===== src/rtl/fir_lowpass_mac_if.sv =====
// Sample/coefficient bus between the DAC-path producer and fir_lowpass_mac.
//   master : drives i_din_valid, i_din, i_coef_we, i_coef_addr, i_coef_data;
//            observes o_dout, o_dout_valid, o_busy, o_overrun.
//   slave  : the filter side of the same signals.
interface fir_lowpass_mac_if #(
  parameter int unsigned DATA_W = 24,
  parameter int unsigned COEF_W = 16
);
  logic              i_din_valid;
  logic [DATA_W-1:0] i_din;
  logic              i_coef_we;
  logic [5:0]        i_coef_addr;
  logic [COEF_W-1:0] i_coef_data;
  logic [DATA_W-1:0] o_dout;
  logic              o_dout_valid;
  logic              o_busy;
  logic              o_overrun;

  modport master (
    output i_din_valid, i_din, i_coef_we, i_coef_addr, i_coef_data,
    input  o_dout, o_dout_valid, o_busy, o_overrun
  );

  modport slave (
    input  i_din_valid, i_din, i_coef_we, i_coef_addr, i_coef_data,
    output o_dout, o_dout_valid, o_busy, o_overrun
  );
endinterface


===== src/rtl/fir_lowpass_mac.sv =====
// Time-multiplexed single-multiplier FIR low-pass filter feeding the I2S DAC serializer.
// One sample in, TAPS MAC cycles, one round cycle, one output cycle (latency TAPS+2).
//   i_clk   : MCLK domain clock
//   i_rst_n : asynchronous active-low reset
//   bus     : fir_lowpass_mac_if.slave (sample in, coefficient port, result/status out)
// Build option: define FIR_SATURATE_EN to clamp the result to the DATA_W signed range;
// otherwise the result wraps to its low DATA_W bits.
module fir_lowpass_mac #(
  parameter int unsigned TAPS   = 31,
  parameter int unsigned DATA_W = 24,
  parameter int unsigned COEF_W = 16
) (
  input logic              i_clk,
  input logic              i_rst_n,
  fir_lowpass_mac_if.slave bus
);
  localparam int unsigned IDX_W  = $clog2(TAPS);
  localparam int unsigned PROD_W = DATA_W + COEF_W;
  localparam int unsigned ACC_W  = PROD_W + $clog2(TAPS);

  localparam logic [IDX_W-1:0]        LAST_IDX = IDX_W'(TAPS - 1);
  localparam logic signed [ACC_W-1:0] HALF_LSB = ACC_W'(1) << (COEF_W - 2);
  localparam logic [COEF_W-1:0]       COEF_ONE = {1'b0, {(COEF_W - 1){1'b1}}};

  typedef enum logic [1:0] {StIdle, StMac, StRound, StDone} state_e;

  state_e                   state_q;
  logic [IDX_W-1:0]         wptr_q, ridx_q, k_q;
  logic signed [ACC_W-1:0]  acc_q;
  logic [DATA_W-1:0]        dout_q;
  logic                     dout_valid_q, busy_q, overrun_q;
  logic                     pend_q;
  logic [IDX_W-1:0]         pend_addr_q;
  logic [COEF_W-1:0]        pend_data_q;
  logic signed [DATA_W-1:0] dline_q [TAPS];
  logic signed [COEF_W-1:0] coef_q  [TAPS];

  logic                     accept, coef_hit;
  logic signed [PROD_W-1:0] prod;
  logic signed [ACC_W-1:0]  rounded;
  logic [DATA_W-1:0]        narrowed;

  assign accept   = (state_q == StIdle) && bus.i_din_valid;
  assign coef_hit = (state_q == StIdle) && bus.i_coef_we && (32'(bus.i_coef_addr) < TAPS);

  // Size casts sign-extend both operands so the product is full precision.
  assign prod    = PROD_W'(coef_q[k_q]) * PROD_W'(dline_q[ridx_q]);
  assign rounded = (acc_q + HALF_LSB) >>> (COEF_W - 1);

`ifdef FIR_SATURATE_EN
  localparam logic signed [ACC_W-1:0] SAT_MAX =
    ACC_W'($signed({1'b0, {(DATA_W - 1){1'b1}}}));
  localparam logic signed [ACC_W-1:0] SAT_MIN =
    ACC_W'($signed({1'b1, {(DATA_W - 1){1'b0}}}));

  always_comb begin
    narrowed = acc_q[DATA_W-1:0];
    if (acc_q > SAT_MAX) begin
      narrowed = SAT_MAX[DATA_W-1:0];
    end else if (acc_q < SAT_MIN) begin
      narrowed = SAT_MIN[DATA_W-1:0];
    end
  end
`else
  assign narrowed = acc_q[DATA_W-1:0];
`endif

  always_ff @(posedge i_clk or negedge i_rst_n) begin
    if (!i_rst_n) begin
      state_q      <= StIdle;
      wptr_q       <= '0;
      ridx_q       <= '0;
      k_q          <= '0;
      acc_q        <= '0;
      dout_q       <= '0;
      dout_valid_q <= 1'b0;
      busy_q       <= 1'b0;
      overrun_q    <= 1'b0;
    end else begin
      dout_valid_q <= 1'b0;
      if (bus.i_din_valid && (state_q != StIdle)) begin
        overrun_q <= 1'b1;
      end
      unique case (state_q)
        StIdle: begin
          if (bus.i_din_valid) begin
            // Newest sample lands at wptr; the MAC walks backwards from there.
            ridx_q  <= wptr_q;
            wptr_q  <= (wptr_q == LAST_IDX) ? '0 : wptr_q + IDX_W'(1);
            k_q     <= '0;
            acc_q   <= '0;
            busy_q  <= 1'b1;
            state_q <= StMac;
          end
        end
        StMac: begin
          acc_q  <= acc_q + ACC_W'(prod);
          ridx_q <= (ridx_q == '0) ? LAST_IDX : ridx_q - IDX_W'(1);
          k_q    <= k_q + IDX_W'(1);
          if (k_q == LAST_IDX) begin
            state_q <= StRound;
          end
        end
        StRound: begin
          acc_q   <= rounded;
          state_q <= StDone;
        end
        StDone: begin
          dout_q       <= narrowed;
          dout_valid_q <= 1'b1;
          busy_q       <= 1'b0;
          state_q      <= StIdle;
        end
        default: state_q <= StIdle;
      endcase
    end
  end

  always_ff @(posedge i_clk or negedge i_rst_n) begin
    if (!i_rst_n) begin
      for (int i = 0; i < TAPS; i++) begin
        dline_q[i] <= '0;
      end
    end else if (accept) begin
      dline_q[wptr_q] <= bus.i_din;
    end
  end

  // A write arriving with an accepted sample is parked until that sample's DONE
  // so the computation in flight keeps the old coefficient set.
  always_ff @(posedge i_clk or negedge i_rst_n) begin
    if (!i_rst_n) begin
      for (int i = 0; i < TAPS; i++) begin
        coef_q[i] <= (i == 0) ? COEF_ONE : '0;
      end
      pend_q      <= 1'b0;
      pend_addr_q <= '0;
      pend_data_q <= '0;
    end else if (coef_hit) begin
      if (bus.i_din_valid) begin
        pend_q      <= 1'b1;
        pend_addr_q <= IDX_W'(bus.i_coef_addr);
        pend_data_q <= bus.i_coef_data;
      end else begin
        coef_q[IDX_W'(bus.i_coef_addr)] <= bus.i_coef_data;
      end
    end else if (pend_q && (state_q == StDone)) begin
      coef_q[pend_addr_q] <= pend_data_q;
      pend_q              <= 1'b0;
    end
  end

  assign bus.o_dout       = dout_q;
  assign bus.o_dout_valid = dout_valid_q;
  assign bus.o_busy       = busy_q;
  assign bus.o_overrun    = overrun_q;
endmodule


===== src/flat_wrapper.sv =====
// flat-port wrapper written by rule: the top's interface ports become plain ports
module fir_lowpass_mac_flat 
#(
  parameter int unsigned TAPS   = 31,
  parameter int unsigned DATA_W = 24,
  parameter int unsigned COEF_W = 16
)
  (i_clk, i_rst_n, bus_i_din_valid, bus_i_din, bus_i_coef_we, bus_i_coef_addr, bus_i_coef_data, bus_o_dout, bus_o_dout_valid, bus_o_busy, bus_o_overrun);
  fir_lowpass_mac_if #(.DATA_W(DATA_W), .COEF_W(COEF_W)) bus_i ();
  input logic i_clk;
  input logic i_rst_n;
  input wire logic [$bits(bus_i.i_din_valid)-1:0] bus_i_din_valid;
  input wire logic [$bits(bus_i.i_din)-1:0] bus_i_din;
  input wire logic [$bits(bus_i.i_coef_we)-1:0] bus_i_coef_we;
  input wire logic [$bits(bus_i.i_coef_addr)-1:0] bus_i_coef_addr;
  input wire logic [$bits(bus_i.i_coef_data)-1:0] bus_i_coef_data;
  output wire logic [$bits(bus_i.o_dout)-1:0] bus_o_dout;
  output wire logic [$bits(bus_i.o_dout_valid)-1:0] bus_o_dout_valid;
  output wire logic [$bits(bus_i.o_busy)-1:0] bus_o_busy;
  output wire logic [$bits(bus_i.o_overrun)-1:0] bus_o_overrun;
  assign bus_i.i_din_valid = bus_i_din_valid;
  assign bus_i.i_din = bus_i_din;
  assign bus_i.i_coef_we = bus_i_coef_we;
  assign bus_i.i_coef_addr = bus_i_coef_addr;
  assign bus_i.i_coef_data = bus_i_coef_data;
  assign bus_o_dout = bus_i.o_dout;
  assign bus_o_dout_valid = bus_i.o_dout_valid;
  assign bus_o_busy = bus_i.o_busy;
  assign bus_o_overrun = bus_i.o_overrun;
  fir_lowpass_mac #(.TAPS(TAPS), .DATA_W(DATA_W), .COEF_W(COEF_W)) u_core (.i_clk(i_clk), .i_rst_n(i_rst_n), .bus(bus_i));
endmodule

===== config.mk =====
export PLATFORM = sky130hd
export DESIGN_NAME = fir_lowpass_mac_flat
export DESIGN_NICKNAME = d
export VERILOG_FILES = /design/src/rtl/fir_lowpass_mac_if.sv /design/src/rtl/fir_lowpass_mac.sv /design/src/flat_wrapper.sv
export SDC_FILE = /design/constraint.sdc
export NUM_CORES = 2
export LEC_CHECK = 0
export BUFFER_PORTS_ARGS = -buffer_cell sky130_fd_sc_hd__buf_2
export CAP_MARGIN = 15
export CELL_PAD_IN_SITES_DETAIL_PLACEMENT = 0
export CELL_PAD_IN_SITES_GLOBAL_PLACEMENT = 1
export CORE_ASPECT_RATIO = 0.75
export CORE_MARGIN = 2
export CORE_UTILIZATION = 34
export CTS_CLUSTER_SIZE = 20
export DETAILED_ROUTE_END_ITERATION = 10
export PLACE_DENSITY = 0.53
export SYNTH_ARGS = -nofsm -noshare
export SYNTH_HDL_FRONTEND = slang
export SYNTH_SLANG_ARGS = --single-unit

===== constraint.sdc =====
create_clock -name i_clk -period 25.7 [get_ports i_clk]
set_clock_uncertainty 0.05 [all_clocks]
set_input_delay 5.14 -clock i_clk [delete_from_list [all_inputs] [get_ports i_clk]]
set_output_delay 5.14 -clock i_clk [all_outputs]
set_load 0.005 [all_outputs]

==> results summary <==
The number of max-cap violations is 0. The worst setup path is captured at a flip-flop. The number of nets in the synthesized netlist is 7619. In the layout the commonest cells are 1328 x sky130_fd_sc_hd__dfrtp_1, 797 x sky130_fd_sc_hd__mux2_2, 755 x sky130_fd_sc_hd__nand2_1. The master of the slowest instance on the critical path is sky130_fd_sc_hd__mux2i_2. The largest total area in the synthesized netlist belongs to sky130_fd_sc_hd__dfrtp_1.

The clock buffer count from CTS came out at 159. The critical path ends at u_core.acc_q[41]. The wire length of the first global-routing pass came out at 417 mm.

The combined flip-flop and latch cell area came out at 0.0339 mm². The cell count after synthesis came out at 6994. The clock transition at the register clock pins on the worst setup and hold paths after CTS is 60 ps. The number of cell instances on the worst register-to-register path came out at 27. The area growth from synthesis to layout is 11.0%. The end of the worst register-to-register path is u_core.acc_q[41].

The cell that appears most often on the critical path is sky130_fd_sc_hd__fa_1. The number of different library cells in the post-synthesis netlist is 75. The number of pins exceeding their max-slew limit in the final report is 0. The average wire length per cell after detail routing came out at 27.9 µm. The actual transition at the worst max-transition pin came out at 1410 ps.

The detail route stage leaves a number of antenna-violating nets equal to 0. The count of synthesis-stage warnings from yosys is 0. After routing, the total negative slack on setup checks comes to 0 ps. The initial cell density of the core came out at 0.343. The critical path in this run is classified as flip-flop to flip-flop.

The last weighted congestion value of the routability-driven placer is 0.853. In this run the cell area of the synthesized design comes to 0.0807 mm². The maximum root-to-sink buffer count came out at 4.

The number of nets in the layout is 7455. The later-pin clock latency in the skew report came out at 840 ps. The number of filler cells placed in the layout is 22862.

Among all flip-flop cells after synthesis, the most frequent one is sky130_fd_sc_hd__dfrtp_1. The number of levels in the clock H-tree is 4. The data arrival time of the critical path is 11960 ps.

For this design the static power due to leakage is 0.0402 µW. The number of design rule violations left after detail routing came out at 0. Summed over all layers, the routed wires come to 281 mm. The overall via count from detail_route is 56202.

Post-CTS timing repair inserted 0 buffers for setup. In this run the worst path has a maximum fanout of 99. Along the worst hold path, the cell count comes to 1. By area the synthesized netlist is led by sky130_fd_sc_hd__dfrtp_1 41%, sky130_fd_sc_hd__mux2_2 11%, sky130_fd_sc_hd__fa_1 11%, sky130_fd_sc_hd__mux4_2 9.9%, sky130_fd_sc_hd__a22oi_1 4.3%. Overall power consumption after layout is estimated at 7700 µW. The share of layout cells above drive strength 1 came out at 0.260.

The highest achievable clock rate came out at 88.7 MHz. The area share of the largest cell type after synthesis came out at 0.414. The share of synthesized flip-flops with an asynchronous set or reset is 1.00. The type of the most critical hold path is flip-flop to flip-flop. The number of search-and-repair iterations in the first detailed-routing pass is 5.

The number of design-rule violations left by the first detailed-router iteration is 4594. The data required time of the critical path is 26390 ps. TritonCTS built the clock tree.

The worst setup path is launched from a flip-flop. The peak ir drop on the vdd network is 0.0000547 V. In this run the worst setup path begins at u_core.ridx_q[0].

The initial antenna violation count came out at 17. The overall fraction of global-route tracks in use is 0.233. The final hold violation count is 0. The width of the chip is 567 µm. The post-cts resize count came out at 0. Entering global routing, the biggest net connects 251 pins. The region available for standard cell placement spans 0.235 mm².

The multi-input logic area came out at 0.0431 mm². Hold timing on the final database bottoms out at a slack of 415 ps. The highest cell delay on the worst timing path is 850 ps. The buffer cell driving the clock tree root is sky130_fd_sc_hd__clkbuf_16. The vias per cell came out at 5.58. The count of port buffers added during placement came out at 76. Setup repair after global routing left no endpoint under its margin.

Pin placement for this block handled 77 I/O pins. The post-layout utilization of the core came out at 0.381. The proportion of synthesized chip area in sequential cells came out at 0.419. The synthesis-stage register bit count is 1351. The floorplan step defined a die boundary enclosing 0.241 mm². The post-synthesis area per instance is 11.5 µm². The relative slew slack is 0.0601. The worst path needs 11280 ps of the cycle, external delays included. Leaving out fill and tap cells, the most frequent cell in the layout is sky130_fd_sc_hd__dfrtp_1. The standard-cell row count came out at 154. The final critical-path share of the clock period is 0.439. The total of hold buffers inserted after clock tree synthesis came out at 0. The total overflow reported by the global router came out at 0. Among cell families on the critical path, the largest total delay comes from adder cells.

The die is 426 µm tall. The total clock sinks is 1351. The number of setup violations in the final report is 0. The number of enable flip-flop cells after synthesis came out at 0. The reg2reg setup slack came out at 14420 ps. The via count of the first global-routing pass was 57717. The startpoint identified for the worst register-to-register timing path is u_core.ridx_q[0].

The sum of buffers and inverters on the critical path is 8. The flow ran to the end, and the final reports show no timing, DRC or antenna violations. The cell count along the critical path is 27. The cell area power density is 86.0 mW/mm².

The post-DP HPWL came out at 178 mm.
[how the worst min path moves through the flow]
stage,start,slack [ps],end
6_report,u_core.bus.o_overrun,420,u_core.bus.o_overrun
5_1_grt,u_core.coef_q[72],440,u_core.coef_q[72]
4_1_cts,u_core.bus.o_overrun,430,u_core.bus.o_overrun
3_5_place_dp,u_core.bus.o_overrun,410,u_core.bus.o_overrun
3_3_place_gp,u_core.bus.o_overrun,400,u_core.bus.o_overrun
2_1_floorplan,u_core.coef_q[176],390,u_core.coef_q[176]
[area by class of cell]
| cell class | instances | area share |
|---|---|---|
| clock buffer | 234 | 0.0514 |
| inverter | 509 | 0.0213 |
| timing repair buffer | 252 | 0.0199 |
| clock inverter | 39 | 0.00479 |
| antenna | 2 | 0.0000558 |
| multi-input combinational | 4557 | 0.481 |
| tap | 3120 | 0.0436 |
| sequential | 1351 | 0.378 |
[layer usage]
| layer | GRT usage | vias to the layer above | part of all wire |
|---|---|---|---|
| met2 | 0.330 | 1852 | 0.41 |
| met3 | 0.0515 | 337 | 0.076 |
| met5 | 0 | - | 0.000039 |
| li1 | - | 24086 | - |
| met1 | 0.360 | 29925 | 0.49 |
| met4 | 0.0525 | 2 | 0.023 |
[flip-flops by register name, summed over array words and instances (netlist names)]
register,count
u_core.wptr_q,5
u_core.coef_q,496
u_core.bus.o_dout_valid,1
u_core.dline_q,744
u_core.pend_addr_q,5
u_core.pend_data_q,16
u_core.ridx_q,5
u_core.bus.o_overrun,1
u_core.bus.o_dout,24
u_core.state_q,2
u_core.pend_q,1
u_core.acc_q,45
u_core.bus.o_busy,1
u_core.k_q,5
[kinds of logic after synthesis]
group                      Yosys count  share of synthesized area
muxes                             1232                      0.222
AOI/OAI and AO/OA                 1309                     0.0992
DFF                               1351                      0.419
xor gates and xnor gates            75                    0.00823
and+or+nand+nor                   1366                     0.0694
adders and majority gates          575                      0.130
buffers and inverters             1086                     0.0522
[per-stage QoR]
| step | instance area, µm² | std cells | worst slack, ps |
|---|---|---|---|
| 4_1_cts | 89600 | 10061 | 14340 |
| 2_1_floorplan | 80700 | 6994 | 17450 |
| 6_report | 89600 | 10064 | 14420 |
| 5_1_grt | 89600 | 10063 | 13700 |
| 3_5_place_dp | 84600 | 9788 | 14380 |
| 3_3_place_gp | 84600 | 9787 | 14460 |
[where the power goes]
part	switching [µW]	internal, µW	total (µW)	leakage [µW]
clock	946	1310	2250	0.00248
combinational	1750	1000	2750	0.0191
sequential	319	2380	2700	0.0186
total	3010	4690	7700	0.0402
[cell usage after synthesis, types with 9 or more instances]
cell,instances
sky130_fd_sc_hd__ha_1,137
sky130_fd_sc_hd__mux4_2,355
sky130_fd_sc_hd__buf_4,10
sky130_fd_sc_hd__xnor2_1,41
sky130_fd_sc_hd__buf_1,28
sky130_fd_sc_hd__and2_1,9
sky130_fd_sc_hd__o221ai_1,9
sky130_fd_sc_hd__nor2_1,403
sky130_fd_sc_hd__nand2b_1,24
sky130_fd_sc_hd__mux2i_4,12
sky130_fd_sc_hd__nor3_1,19
sky130_fd_sc_hd__a21oi_1,106
sky130_fd_sc_hd__o21ai_1,35
sky130_fd_sc_hd__dfrtp_1,1336
sky130_fd_sc_hd__inv_1,496
sky130_fd_sc_hd__a22oi_1,464
sky130_fd_sc_hd__mux2_2,797
sky130_fd_sc_hd__nand4_1,18
sky130_fd_sc_hd__fa_1,438
sky130_fd_sc_hd__mux2i_1,66
sky130_fd_sc_hd__clkbuf_1,465
sky130_fd_sc_hd__nand3_1,34
sky130_fd_sc_hd__buf_2,73
sky130_fd_sc_hd__xor2_1,33
sky130_fd_sc_hd__dfstp_2,15
sky130_fd_sc_hd__nand3b_1,10
sky130_fd_sc_hd__a31oi_1,10
sky130_fd_sc_hd__or2_2,9
sky130_fd_sc_hd__o21ai_0,605
sky130_fd_sc_hd__inv_2,13
sky130_fd_sc_hd__and3_1,15
sky130_fd_sc_hd__nor2b_1,18
sky130_fd_sc_hd__a21o_1,16
sky130_fd_sc_hd__nand2_1,771
Note: power is estimated with default switching activity, not from simulation.
